<file path="src/rtl/light_load_ctrl_pkg.sv">
// rtl/light_load_ctrl_pkg.sv - shared opcodes, record layout and state encoding for the light loader
package light_load_ctrl_pkg;

  localparam logic [3:0] OP_WRITE_LIGHT = 4'h1;
  localparam logic [3:0] OP_COMMIT      = 4'h2;
  localparam int         FORCE_BIT      = 27;

  localparam int REC_WORDS = 6;
  localparam int REC_W     = 32 * REC_WORDS;
  localparam int L2_W      = 289;

  // Record field offsets; every field is one Q8.24 word.
  localparam int POS_X_LSB = 0;
  localparam int POS_Y_LSB = 32;
  localparam int POS_Z_LSB = 64;
  localparam int COL_R_LSB = 96;
  localparam int COL_G_LSB = 128;
  localparam int COL_B_LSB = 160;

  typedef enum logic [2:0] {
    ST_IDLE        = 3'd0,
    ST_LOAD        = 3'd1,
    ST_WRITE       = 3'd2,
    ST_COMMIT_WAIT = 3'd3,
    ST_FLUSH       = 3'd4
  } state_t;

  function automatic int word_lsb(input logic [2:0] k);
    return 32 * int'(k);
  endfunction

endpackage

</file>
<file path="src/rtl/light_load_ctrl_if.sv">
// rtl/light_load_ctrl_if.sv - host word stream, frame sync and light store staging port
interface light_load_ctrl_if;
  import light_load_ctrl_pkg::*;

  logic [31:0]     in_data;
  logic            in_valid;
  logic            in_ready;
  logic            frame_start;
  logic            l2_write_enable;
  logic [2:0]      l2_write_id;
  logic [L2_W-1:0] l2_write;
  logic            l2_flush_to_l1;
  logic            busy;
  logic            cmd_error;

  modport master (
    output in_data, in_valid, frame_start,
    input  in_ready, l2_write_enable, l2_write_id, l2_write,
    input  l2_flush_to_l1, busy, cmd_error
  );

  modport slave (
    input  in_data, in_valid, frame_start,
    output in_ready, l2_write_enable, l2_write_id, l2_write,
    output l2_flush_to_l1, busy, cmd_error
  );

endinterface

</file>
<file path="src/rtl/light_load_ctrl.sv">
// rtl/light_load_ctrl.sv - parses host light packets into staging writes and frame-synced flushes
module light_load_ctrl
  import light_load_ctrl_pkg::*;
#(
  parameter int NUM_LIGHTS  = 8,
  parameter int FLUSH_GUARD = 18
) (
  input logic             clk,
  input logic             rst,
  light_load_ctrl_if.slave bus
);

  localparam int         GW        = $clog2(FLUSH_GUARD + 1);
  localparam logic [2:0] LAST_WORD = 3'(REC_WORDS - 1);

  state_t           state;
  logic [2:0]       word_cnt;
  logic [GW-1:0]    guard_cnt;
  logic             in_ready_q;
  logic             we_q;
  logic             flush_q;
  logic             err_q;
  logic [2:0]       id_q;
  logic [REC_W-1:0] rec_q;

  logic       accept;
  logic [3:0] opcode;

  assign accept = bus.in_valid && in_ready_q;
  assign opcode = bus.in_data[31:28];

  assign bus.in_ready        = in_ready_q;
  assign bus.l2_write_enable = we_q;
  assign bus.l2_flush_to_l1  = flush_q;
  assign bus.cmd_error       = err_q;
  assign bus.l2_write_id     = id_q;
  assign bus.l2_write        = {{(L2_W - REC_W){1'b0}}, rec_q};
  assign bus.busy            = (state != ST_IDLE);

  // in_ready is a registered copy of "state accepts words", so it reads 0 right after reset.
  always_ff @(posedge clk) begin
    if (rst) begin
      state      <= ST_IDLE;
      word_cnt   <= '0;
      guard_cnt  <= '0;
      in_ready_q <= 1'b0;
      we_q       <= 1'b0;
      flush_q    <= 1'b0;
      err_q      <= 1'b0;
      id_q       <= '0;
      rec_q      <= '0;
    end else begin
      we_q    <= 1'b0;
      flush_q <= 1'b0;
      err_q   <= 1'b0;
      case (state)
        ST_IDLE: begin
          in_ready_q <= 1'b1;
          if (accept) begin
            if (opcode == OP_WRITE_LIGHT && int'(bus.in_data[2:0]) < NUM_LIGHTS) begin
              state    <= ST_LOAD;
              id_q     <= bus.in_data[2:0];
              word_cnt <= '0;
            end else if (opcode == OP_COMMIT) begin
              in_ready_q <= 1'b0;
              if (bus.in_data[FORCE_BIT]) begin
                state     <= ST_FLUSH;
                flush_q   <= 1'b1;
                guard_cnt <= '0;
              end else begin
                state <= ST_COMMIT_WAIT;
              end
            end else begin
              err_q <= 1'b1;
            end
          end
        end
        ST_LOAD: begin
          if (accept) begin
            rec_q[word_lsb(word_cnt) +: 32] <= bus.in_data;
            if (word_cnt == LAST_WORD) begin
              state      <= ST_WRITE;
              we_q       <= 1'b1;
              in_ready_q <= 1'b0;
            end else begin
              word_cnt <= word_cnt + 3'd1;
            end
          end
        end
        ST_WRITE: begin
          state      <= ST_IDLE;
          word_cnt   <= '0;
          in_ready_q <= 1'b1;
        end
        ST_COMMIT_WAIT: begin
          if (bus.frame_start) begin
            state     <= ST_FLUSH;
            flush_q   <= 1'b1;
            guard_cnt <= '0;
          end
        end
        ST_FLUSH: begin
          // Guard spans the copy window so no staging write lands mid-copy.
          if (guard_cnt == GW'(FLUSH_GUARD - 1)) begin
            state      <= ST_IDLE;
            in_ready_q <= 1'b1;
          end else begin
            guard_cnt <= guard_cnt + 1'b1;
          end
        end
        default: begin
          state      <= ST_IDLE;
          in_ready_q <= 1'b0;
        end
      endcase
    end
  end

endmodule

</file>
<file path="src/flat_wrapper.sv">
// flat-port wrapper written by rule: the top's interface ports become plain ports
module light_load_ctrl_flat import light_load_ctrl_pkg::*;
#(
  parameter int NUM_LIGHTS  = 8,
  parameter int FLUSH_GUARD = 18
)
  (clk, rst, bus_in_data, bus_in_valid, bus_frame_start, bus_in_ready, bus_l2_write_enable, bus_l2_write_id, bus_l2_write, bus_l2_flush_to_l1, bus_busy, bus_cmd_error);
  light_load_ctrl_if bus_i ();
  input logic clk;
  input logic rst;
  input wire logic [$bits(bus_i.in_data)-1:0] bus_in_data;
  input wire logic [$bits(bus_i.in_valid)-1:0] bus_in_valid;
  input wire logic [$bits(bus_i.frame_start)-1:0] bus_frame_start;
  output wire logic [$bits(bus_i.in_ready)-1:0] bus_in_ready;
  output wire logic [$bits(bus_i.l2_write_enable)-1:0] bus_l2_write_enable;
  output wire logic [$bits(bus_i.l2_write_id)-1:0] bus_l2_write_id;
  output wire logic [$bits(bus_i.l2_write)-1:0] bus_l2_write;
  output wire logic [$bits(bus_i.l2_flush_to_l1)-1:0] bus_l2_flush_to_l1;
  output wire logic [$bits(bus_i.busy)-1:0] bus_busy;
  output wire logic [$bits(bus_i.cmd_error)-1:0] bus_cmd_error;
  assign bus_i.in_data = bus_in_data;
  assign bus_i.in_valid = bus_in_valid;
  assign bus_i.frame_start = bus_frame_start;
  assign bus_in_ready = bus_i.in_ready;
  assign bus_l2_write_enable = bus_i.l2_write_enable;
  assign bus_l2_write_id = bus_i.l2_write_id;
  assign bus_l2_write = bus_i.l2_write;
  assign bus_l2_flush_to_l1 = bus_i.l2_flush_to_l1;
  assign bus_busy = bus_i.busy;
  assign bus_cmd_error = bus_i.cmd_error;
  light_load_ctrl #(.NUM_LIGHTS(NUM_LIGHTS), .FLUSH_GUARD(FLUSH_GUARD)) u_core (.clk(clk), .rst(rst), .bus(bus_i));
endmodule
</file>
<file path="config.mk">
export PLATFORM = sky130hd
export DESIGN_NAME = light_load_ctrl_flat
export DESIGN_NICKNAME = d
export VERILOG_FILES = /design/src/rtl/light_load_ctrl_pkg.sv /design/src/rtl/light_load_ctrl_if.sv /design/src/rtl/light_load_ctrl.sv /design/src/flat_wrapper.sv
export SDC_FILE = /design/constraint.sdc
export NUM_CORES = 1
export LEC_CHECK = 0
export ABC_AREA = 1
export BUFFER_PORTS_ARGS = -buffer_cell sky130_fd_sc_hd__buf_2
export CAP_MARGIN = 10
export CORE_MARGIN = 2
export CORE_UTILIZATION = 31
export CTS_CLUSTER_SIZE = 14
export DETAILED_ROUTE_END_ITERATION = 16
export GPL_TIMING_DRIVEN = 1
export HOLD_SLACK_MARGIN = 0.08
export PLACE_DENSITY = 0.54
export SKIP_LAST_GASP = 1
export SLEW_MARGIN = 20
export SYNTH_ARGS = -nofsm -noshare
export SYNTH_HDL_FRONTEND = slang
export SYNTH_SLANG_ARGS = --single-unit
</file>
<file path="constraint.sdc">
create_clock -name clk -period 2.25 [get_ports clk]
set_input_delay 0.45 -clock clk [delete_from_list [all_inputs] [get_ports clk]]
set_output_delay 0.45 -clock clk [all_outputs]
set_load 0.005 [all_outputs]
</file>
== Word-level counts from Yosys, hierarchy flattened ==
Index checks and enable logic that the tools add are counted.

* Flip-flop bits (word level): 210
* Word-level logic and storage cells: 87

* Add/subtract/negate cells: 3
* Equality and inequality tests: 20
* Shifts and indexed selects: 2
* Multiplexer cells: 36
* Bitwise logic cells: 4
* Reductions and logical operators: 13

{| class="wikitable"
|+ Operator list
! cell !! count
|-
| bitwise mux 192 bit || 1
|-
| variable shift 32 x 33 -> 192 bit (first input constant) || 1
|-
| indexed part select 32 x 33 -> 192 bit || 1
|-
| two-way mux 3 bit || 12
|-
| negation 8 -> 33 bit || 1
|-
| two-way mux 5 bit || 6
|-
| case mux 5 bit (3 select lines) || 1
|-
| two-way mux 1 bit || 12
|-
| != test 2 x 1 -> 1 bit (second input constant) || 6
|-
| case mux 3 bit (4 select lines) || 1
|-
| != test 2 bit (second input constant) || 5
|-
| case mux 3 bit (3 select lines) || 1
|-
| nonzero test 3 bit || 3
|-
| AND reduction 7 bit || 1
|-
| equality test 3 x 2 -> 1 bit (second input constant) || 2
|-
| equality test 3 bit (second input constant) || 2
|-
| AND reduction 6 bit || 1
|-
| adder 5 x 1 -> 5 bit (second input constant) || 1
|-
| equality test 5 bit (second input constant) || 1
|-
| case mux 1 bit (5 select lines) || 1
|-
| AND reduction 5 bit || 1
|-
| equality test 4 x 1 -> 1 bit (second input constant) || 1
|-
| equality test 4 x 2 -> 1 bit (second input constant) || 1
|-
| inverter 1 bit || 4
|-
| 11 further kinds || 11
|}

== Logic depth before layout (Yosys ltp) ==
Gate-level depths: netlist (run 1).

* Depth after elaboration: 5
* Depth in mapped cells: 11

== Worst setup path after synthesis (run 1) ==
OpenSTA, ideal clock, no wires.

* Path type: register to register
* From: register u_core.word_cnt[0]
* To: register u_core.rec_q[157]
* Library setup time: 0.113 ns
* Arrival: 1.911 ns
* Slack: 0.226 ns
* Stages on the path, launching flop included: 10
* Buffers on the path: 1
* Cell sequence: dfxtp_1 -> inv_2 -> ha_1 -> ha_1 -> nand2_2 -> nor3_4 -> buf_6 -> nand2_1 -> nand2_1 -> nor2_1

* Word-level cells in the longest chain between the ends: 3

{| class="wikitable"
|+ RTL lines
! what !! RTL line !! text
|-
| start: declaration || light_load_ctrl.sv:17 || <nowiki>logic [2:0] word_cnt;</nowiki>
|-
| start signal: assignment || light_load_ctrl.sv:86 || <nowiki>word_cnt <= word_cnt + 3'd1;</nowiki>
|-
| negation 8 -> 33 bit * || light_load_ctrl.sv:80 || <nowiki>rec_q[word_lsb(word_cnt) +: 32] <= bus.in_data;</nowiki>
|-
| indexed part select 32 x 33 -> 192 bit or variable shift 32 x 33 -> 192 bit (tied branches) || light_load_ctrl.sv:80 ||
|-
| bitwise mux 192 bit * || light_load_ctrl.sv:80 ||
|-
| end signal: indexed assignment || light_load_ctrl.sv:80 ||
|-
| end: declaration || light_load_ctrl.sv:24 || <nowiki>logic [REC_W-1:0] rec_q;</nowiki>
|}

Every way passes the cells marked *; elsewhere a longest branch is shown, timed or not.
A chain may end at the register's enable or synchronous reset.

== Worst setup path after layout (run 1) ==
* From: register u_core.word_cnt[1]
* To: register u_core.rec_q[11]

The elaborated chain is that of the path after synthesis.

==> results of run 1 <==
[cell families after synthesis]
logic type / after synthesis / share of synthesized area (%)
compound gates: 153 / 8.21
xor+xnor: 1 / 0.0935
fa+ha+maj: 9 / 1.20
buf+inv: 224 / 13.6
flops: 210 / 44.9
other cells: 1 / 0.0400
simple gates: 773 / 32.0
[sequential cells by signal, summed over array words and instances, names as in the netlist]
| signal | count |
|---|---|
| u_core.word_cnt | 3 |
| u_core.state | 3 |
| u_core.bus.l2_write_id | 3 |
| u_core.bus.cmd_error | 1 |
| u_core.bus.l2_write_enable | 1 |
| u_core.bus.l2_flush_to_l1 | 1 |
| u_core.bus.in_ready | 1 |
| u_core.guard_cnt | 5 |
| u_core.rec_q | 192 |
[repair_timing]
action / 4_1_cts / 5_1_grt
buffers inserted: 0 / 2
resized for setup: 0 / 8
setup endpoints to repair: 0 / 126
[metal layers]
metal / track usage [%] / part of all wire (%)
met1: 25.0 / 46
met2: 28.1 / 43
met3: 5.16 / 8.1
met4: 5.46 / 2.9
met5: 0 / 0
[synthesized netlist by cell type]
cell / n / area [µm²]
o21ai_1: 12 / 60.1
clkinv_1: 2 / 7.51
nand3_2: 1 / 10.0
xnor2_1: 1 / 8.76
nand3b_1: 1 / 7.51
a31o_2: 1 / 8.76
buf_1: 8 / 30.0
nor2_2: 1 / 6.26
ha_1: 9 / 113
buf_4: 97 / 728
o21ai_0: 103 / 515
nand4_1: 3 / 18.8
nor3_4: 1 / 16.3
nor2_1: 423 / 1590
a21oi_1: 37 / 185
conb_1: 1 / 3.75
buf_2: 15 / 75.1
nor3_1: 4 / 20.0
or2_2: 3 / 18.8
nor3_2: 1 / 10.0
inv_2: 2 / 7.51
inv_1: 50 / 188
dfxtp_1: 210 / 4200
nand2_2: 3 / 18.8
nand2_1: 315 / 1180
clkbuf_1: 43 / 161
buf_6: 6 / 67.6
clkbuf_2: 1 / 5.00
nor2_4: 3 / 33.8
nand3_1: 14 / 70.1
[area by class of cell]
| type | instances | area (µm²) |
|---|---|---|
| clock buffers | 40 | 795 |
| clock inverters | 6 | 58.8 |
| multi-input cells | 1033 | 4270 |
| well taps | 390 | 488 |
| diodes | 1 | 2.50 |
| inverters | 54 | 209 |
| repair buffers | 260 | 1480 |
| flip-flops and latches | 210 | 4210 |
| fillers | 3220 | 18200 |
[worst paths after layout]
kind / from / endpoint / depth (start not counted)
max: u_core.word_cnt[1] / u_core.rec_q[11] / 10
min: bus_in_data[30] / u_core.rec_q[30] / 3
max reg2reg: u_core.word_cnt[1] / u_core.rec_q[11] / 10
min reg2reg: u_core.rec_q[98] / u_core.rec_q[98] / 2
[placed cells by master (no fill, tap or decap), drive strengths merged]
cell type | netlist | layout
nand3b | 1 | 1
diode | 0 | 1
nor2 | 427 | 427
inv | 52 | 53
nand4 | 3 | 3
nor3 | 6 | 6
or2 | 3 | 3
xnor2 | 1 | 1
buf | 126 | 259
ha | 9 | 9
a21oi | 37 | 37
o21ai | 115 | 115
clkinvlp | 0 | 1
conb | 1 | 97
clkbuf | 44 | 41
a31o | 1 | 1
nand2 | 318 | 318
clkinv | 2 | 5
dfxtp | 210 | 210
bufinv | 0 | 1
nand3 | 15 | 15
[tightest hold or removal path: cells and delay by family]
family | cells | cell delay (ns)
and+or+nand+nor | 2 | 0.13
buffers and inverters | 1 | 0.12
[report_power, final]
part           internal (mW)  switching [mW]
combinational          0.109           0.330
sequential              3.74          0.0117
clock                   2.53            1.61
[through the flow]
stage          cells  util [%]  hold WS (ns)  worst slack (ns)  power (mW)
6_report        1994      38.7         0.213             0.161        8.32
5_1_grt         1993      38.7         0.220           0.00309        8.65
4_1_cts         1990      38.5         0.189            0.0973        8.44
3_5_place_dp    1944      35.7         0.449             0.126        4.27
3_3_place_gp    1944      35.7         0.444             0.183        4.27
2_1_floorplan   1467         -         0.455             0.226        4.20
==> summary.txt, run 1 <==
CTS
  – H-tree depth: 1
  – Clk slew on worst S/H paths: 0.06 ns
  – TritonCTS clock tree: done
  – Root Driver: clkbuf_16
  – CTS Sinks: 210
  – Clock buffer depth: 3
  – Hold buffer count at CTS: 0
  – CTS Buf Count: 26
  – Skew-Pair Late Insertion Delay: 0.53 ns

Die
  – Die Ht: 178 µm
  – Die area: 31600 µm²
  – Starting Density: 31.5%
  – CORE AREA: 29700 µm²
  – Ports: 333
  – Die width: 178 µm
  – FP Rows: 63

Detailed routing
  – Drt initial violations: 531
  – DRT antenna net count: 0
  – Pre-antenna DRT Iters: 4
  – DR vias: 8766
  – Vias per cell: 4.40
  – DR WL/cell: 15.2 µm
  – Post-Route WL: 30400 µm
  – DR DRC count: 0

Status
  – Status: finished, final reports clean

STA
  – Period minus WS final: 2.09 ns
  – Final setup viols: 0
  – Final critical-path share of the clock period: 92.8%
  – Clk_skew: 0.0141 ns
  – Final Hold Viols: 0
  – Fin. max-slew vios: 0
  – Maximum clock rate: 479 MHz
  – Post-Route Setup TNS: 0 ns
  – RSZ-0062 raised after global routing: no

Layout
  – Layout cells sized above 1: 20.0%
  – Nets: 1630
  – Fin area: 11500 µm²
  – Area Overhead vs Synth: 22.9%

Power and ir drop
  – Peak VDD IR: 0.603 mV
  – Cell Pwr Density: 723 nW/µm²
  – Leak: 5.72 nW

Critical path
  – Required @ worst endpoint: 2.66 ns
  – Crit-path cells: inv_1, ha_1, ha_1, inv_1, nand3_1, nor3_4, inv_1, buf_4, nor2_1, nor2_1
  – Critical Path Start Type: register
  – Arr. time, crit path: 2.50 ns
  – Crit path capture type: register
  – Max stage delay on crit path: 0.37 ns
  – Crit path kind: reg -> reg
  – Most frequent CP cell: inv_1
  – Critical path fanouts, max: 20
  – CP top delay family: adder cells
  – Worst path slowest cell: dfxtp_2
  – CP Buf/Inv Count: 4
  – R2r setup slk: 0.16 ns

Global routing
  – GRT overflow: 0
  – Number of global-route vias before repair: 8004
  – Antenna violations before repair: 0
  – Global Route Usage Sum: 18.3%
  – First-pass GRT wire length: 45300 µm
  – Pin count of the biggest net entering global routing: 81

Placement
  – RD Place Congestion: 0.826
  – Post-DP HPWL: 21300 µm
  – Post-DP Area: 10600 µm²
  – PortBufs: 235

Yosys
  – Seq/Total Area, Yosys: 44.9%
  – Netlist Area Pre-Place: 9370 µm²
  – Syn Inst Count: 1371
  – Yosys cell types: 30
  – Mean Syn Cell Area: 6.83 µm²
  – Seq cells post-synth: 210
  – Ys Warns: 0

Flow run
  – Max-cap violations: 0

Min path
  – Hold crit path type: in -> reg
Power figures use the tool's default switching activity.
==> run 2: changes to the inputs <==
Settings changed: CORE_MARGIN 2 to 4.
==> summary.txt, run 2 (synthesis results as in run 1) <==
Detailed routing
  – Pre-antenna DRT Iters: 7
  – WL met3: 2620 µm
  – Vias per cell: 4.45
  – DR vias: 8870
  – Post-Route WL: 31300 µm
  – Drt initial violations: 540
  – DRT antenna net count: 0
  – DR WL/cell: 15.7 µm
  – WL met2: 13800 µm
  – WL met1: 14300 µm
  – DR DRC count: 0
  – Top Metal Used: met4

STA
  – Post-Route Setup TNS: 0 ns
  – Fin. max-slew vios: 0
  – Final Hold Viols: 0
  – Final critical-path share of the clock period: 92.6%
  – WHS: 0.230 ns
  – Clk_skew: 0.0203 ns
  – Final setup viols: 0
  – Maximum clock rate: 480 MHz
  – RSZ-0062 raised after global routing: no
  – Period minus WS final: 2.08 ns

Critical path
  – Required @ worst endpoint: 2.65 ns
  – CP top delay family: adder cells
  – Worst path slowest cell: dfxtp_2
  – Worst setup path start: u_core.word_cnt[1]
  – Critical path fanouts, max: 32
  – Crit path capture type: register
  – R2r startpoint: u_core.word_cnt[1]
  – Crit path kind: reg -> reg
  – Max stage delay on crit path: 0.36 ns
  – Crit-path cells: inv_1, ha_1, ha_1, nand2_2, nor3_4, buf_12, buf_8, nand2_1, nand2_1, nor2_1
  – Critical Path Start Type: register
  – Arr. time, crit path: 2.49 ns
  – CP Buf/Inv Count: 3

Status
  – Status: finished, final reports clean

Min path
  – Hold crit path type: in -> reg
  – Hold Startpoint: bus_in_data[30]

Layout
  – Commonest non-fill, non-tap cell in the layout: nor2_1
  – # fillers: 3194
  – Largest Register: u_core.rec_q
  – Area of the multi-input gates: 4270 µm²
  – Area Overhead vs Synth: 22.9%
  – Nets: 1633
  – Register area: 4210 µm²
  – Layout cells sized above 1: 20.2%
  – Regs by FF count: u_core.rec_q (192), u_core.guard_cnt (5)
  – ANT cells: 0
  – Fin area: 11500 µm²
  – Most frequent cells in the layout: 421 x nor2_1, 315 x nand2_1, 235 x buf_2, 209 x dfxtp_1, 103 x o21ai_0
  – Number of flip-flops under the largest register name: 192
  – Finished Core Util: 38.7%

Power and ir drop
  – Cell Pwr Density: 715 nW/µm²
  – Leak: 5.73 nW
  – Total power: 8.23 mW
  – Peak VDD IR: 0.569 mV

Placement
  – Post-DP Area: 10600 µm²
  – Post-DP HPWL: 22000 µm
  – PortBufs: 235
  – RD Place Congestion: 0.816

CTS
  – H-tree depth: 1
  – Hold buffer count at CTS: 0
  – TritonCTS clock tree: done
  – Skew-Pair Late Insertion Delay: 0.52 ns
  – Clk slew on worst S/H paths: 0.06 ns
  – Root Driver: clkbuf_16
  – CTS Buf Count: 24
  – CTS Sinks: 210
  – Clock buffer depth: 3

Global routing
  – GRT overflow: 0
  – Pin count of the biggest net entering global routing: 91
  – Number of global-route vias before repair: 8019
  – First-pass GRT wire length: 46300 µm
  – Antenna violations before repair: 0
  – Global Route Usage Sum: 17.4%

Die
  – FP Rows: 63
  – Ports: 333
  – CORE AREA: 29700 µm²
  – Die width: 182 µm
  – Starting Density: 31.5%
  – Die Ht: 182 µm
  – Die area: 33100 µm²

Flow run
  – Max-cap violations: 0
run 2: cell types whose count changed in the layout (fill, tap and decap cells not counted), sizes merged:
cell,before,now
clkinv,5,6
diode,1,0
bufinv,1,2
clkinvlp,1,0
clkbuf,41,35
buf,259,264
run 2: final cells by class:
type / instances / area share [%]
sequential: 210 / 36.5
inverter: 54 / 1.78
tap: 390 / 4.24
multi-input combinational: 1033 / 37.1
clock buffer: 34 / 6.34
timing repair buffer: 265 / 13.2
clock inverter: 7 / 0.772
run 2: repair_timing:
item,CTS,global route
resized for setup,0,4
buffers inserted,0,2
endpoints found under the setup margin,0,26
run 2: metrics by stage:
| stage | setup slack (ns) | cells |
|---|---|---|
| finish | 0.167 | 1993 |
| global route | 0.0374 | 1993 |
| CTS | 0.0831 | 1989 |
| detailed placement | 0.0899 | 1948 |
| global placement | 0.206 | 1948 |
| floorplan | 0.226 | 1467 |
run 2: routing by layer:
layer / vias up / track usage (%)
met2: 329 / 27.3
met5: - / 0
li1: 4467 / -
met1: 4037 / 24.2
met4: 0 / 3.93
met3: 37 / 4.17
run 2: path summary, 6_finish.rpt:
check | end | slack (ns) | cells after the start
worst max register to register | u_core.rec_q[128] | 0.17 | 10
worst max-delay path | u_core.rec_q[128] | 0.17 | 10
worst min register to register | u_core.rec_q[99] | 0.46 | 2
worst min-delay path | u_core.rec_q[30] | 0.23 | 3
run 2: tightest hold or removal path: stages:
cell and delay [ns]:
buf_2 0.11, nor2_1 0.05, nor2_1 0.08
run 2: power breakdown:
group / switching [mW] / internal [mW] / total, mW
clock: 1.57 / 2.47 / 4.04
combinational: 0.331 / 0.111 / 0.442
sequential: 0.0119 / 3.73 / 3.75
==> run 3: changes to the inputs <==
Settings changed: BUFFER_PORTS_ARGS -buffer_cell sky130_fd_sc_hd__buf_2 to unset, DONT_BUFFER_PORTS set to 1, PLACE_DENSITY 0.54 to 0.45.
==> summary.txt, run 3 (synthesis results as in run 1) <==
Power and ir drop
  – Peak VDD IR: 0.460 mV
  – Leak: 4.59 nW
  – Cell Pwr Density: 774 nW/µm²
  – Total power: 8.21 mW

Critical path
  – Critical Path Start Type: register
  – Crit path capture type: register
  – R2R cell count: 10
  – Crit path kind: reg -> reg
  – Critical path fanouts, max: 22
  – Arr. time, crit path: 2.50 ns
  – R2r setup slk: 0.19 ns
  – Required @ worst endpoint: 2.69 ns

Detailed routing
  – DR DRC count: 0
  – DRT antenna net count: 0
  – Post-Route WL: 32700 µm
  – DR vias: 8089
  – DR WL/cell: 18.2 µm
  – Drt initial violations: 413
  – Pre-antenna DRT Iters: 5
  – Vias per cell: 4.51

Layout
  – ANT cells: 0
  – Area Overhead vs Synth: 13.2%
  – # fillers: 3242
  – Regs by FF count: u_core.rec_q (192), u_core.guard_cnt (5)
  – Commonest non-fill, non-tap cell in the layout: nor2_1
  – Layout cells sized above 1: 6.28%
  – Most frequent cells in the layout: 421 x nor2_1, 315 x nand2_1, 210 x dfxtp_1, 103 x o21ai_0, 97 x conb_1
  – Number of flip-flops under the largest register name: 192
  – Largest Register: u_core.rec_q
  – Nets: 1428

STA
  – Post-Route Setup TNS: 0 ns
  – Final critical-path share of the clock period: 91.7%
  – Final Hold Viols: 0
  – Final setup viols: 0
  – Fin. max-slew vios: 0
  – Clk_skew: 0.0160 ns
  – Maximum clock rate: 485 MHz
  – RSZ-0062 raised after global routing: no
  – Period minus WS final: 2.06 ns

Flow run
  – Max-cap violations: 0

CTS
  – Clock buffer depth: 3
  – Skew-Pair Late Insertion Delay: 0.55 ns
  – CTS Buf Count: 25
  – Setup bufs post-CTS: 0
  – Clk slew on worst S/H paths: 0.06 ns
  – Root Driver: clkbuf_16
  – CTS Sinks: 210
  – TritonCTS clock tree: done
  – H-tree depth: 1

Die
  – CORE AREA: 29700 µm²
  – Die width: 182 µm
  – FP Rows: 63
  – Ports: 333
  – Die Ht: 182 µm
  – Die area: 33100 µm²
  – Starting Density: 31.5%

Status
  – Status: finished, final reports clean

Global routing
  – First-pass GRT wire length: 49300 µm
  – Antenna violations before repair: 2
  – Global Route Usage Sum: 18.9%
  – Number of global-route vias before repair: 7571
  – Pin count of the biggest net entering global routing: 89
  – GRT overflow: 0

Placement
  – PortBufs: 0
  – Post-DP HPWL: 21600 µm
  – RD Place Congestion: 0.815

Min path
  – Worst hold path depth: 2
  – Hold crit path type: in -> reg
==> run 3: through the flow <==
stage          worst slack, ns  utilization [%]  hold WS, ns  instance area [µm²]  instances
2_1_floorplan            0.226                -        0.455                 9730       1467
3_3_place_gp             0.228             31.8        0.465                 9440       1713
3_5_place_dp             0.182             31.8        0.469                 9440       1713
4_1_cts                  0.170             35.7       0.0977                10600       1792
5_1_grt                0.00670             35.7        0.122                10600       1792
6_report                 0.187             35.7        0.119                10600       1792
==> run 3: what timing repair did <==
item	4_1_cts	5_1_grt
endpoints found under the setup margin	0	1
hold buffers	33	0
resized for setup	0	1
endpoints found under the hold margin	72	0
==> run 3: where the power goes <==
part	internal [mW]	total, mW	switching [mW]
clock network	2.35	4.04	1.69
registers	3.73	3.75	0.0143
logic	0.122	0.417	0.296
==> run 3: layout make-up <==
| type | count | area (µm²) | area share [%] |
|---|---|---|---|
| Clock inverter | 8 | 57.6 | 0.543 |
| Clock buffer | 38 | 764 | 7.21 |
| Timing Repair Buffer | 59 | 614 | 5.79 |
| Inverter | 54 | 205 | 1.93 |
| Sequential cell | 210 | 4200 | 39.6 |
| Tap cell | 390 | 488 | 4.60 |
| Multi-Input combinational cell | 1033 | 4270 | 40.3 |
==> run 3: layer usage <==
layer  global-route usage (%)  vias to the layer above  part of all wire, %
met5                        0                        -                0.021
met3                     8.07                       36                   12
met1                     25.5                     3714                   44
met4                     3.54                        2                  1.5
met2                     28.6                      284                   43
li1                         -                     4053                    -
==> run 3: critical path, cell delays in order, from the launching register on <==
cell and delay (ns):
dfxtp_1 0.34, inv_2 0.07, ha_1 0.22, ha_1 0.34
inv_1 0.10, nand3_1 0.11, nor3_4 0.25, inv_1 0.09
buf_4 0.23, nor2_1 0.14, nor2_1 0.06
==> run 3: final timing paths <==
path	from	end
hold / removal	bus_frame_start	u_core.bus.l2_flush_to_l1
hold reg to reg	u_core.rec_q[127]	u_core.rec_q[127]
setup / recovery	u_core.word_cnt[0]	u_core.rec_q[4]
setup reg to reg	u_core.word_cnt[0]	u_core.rec_q[4]
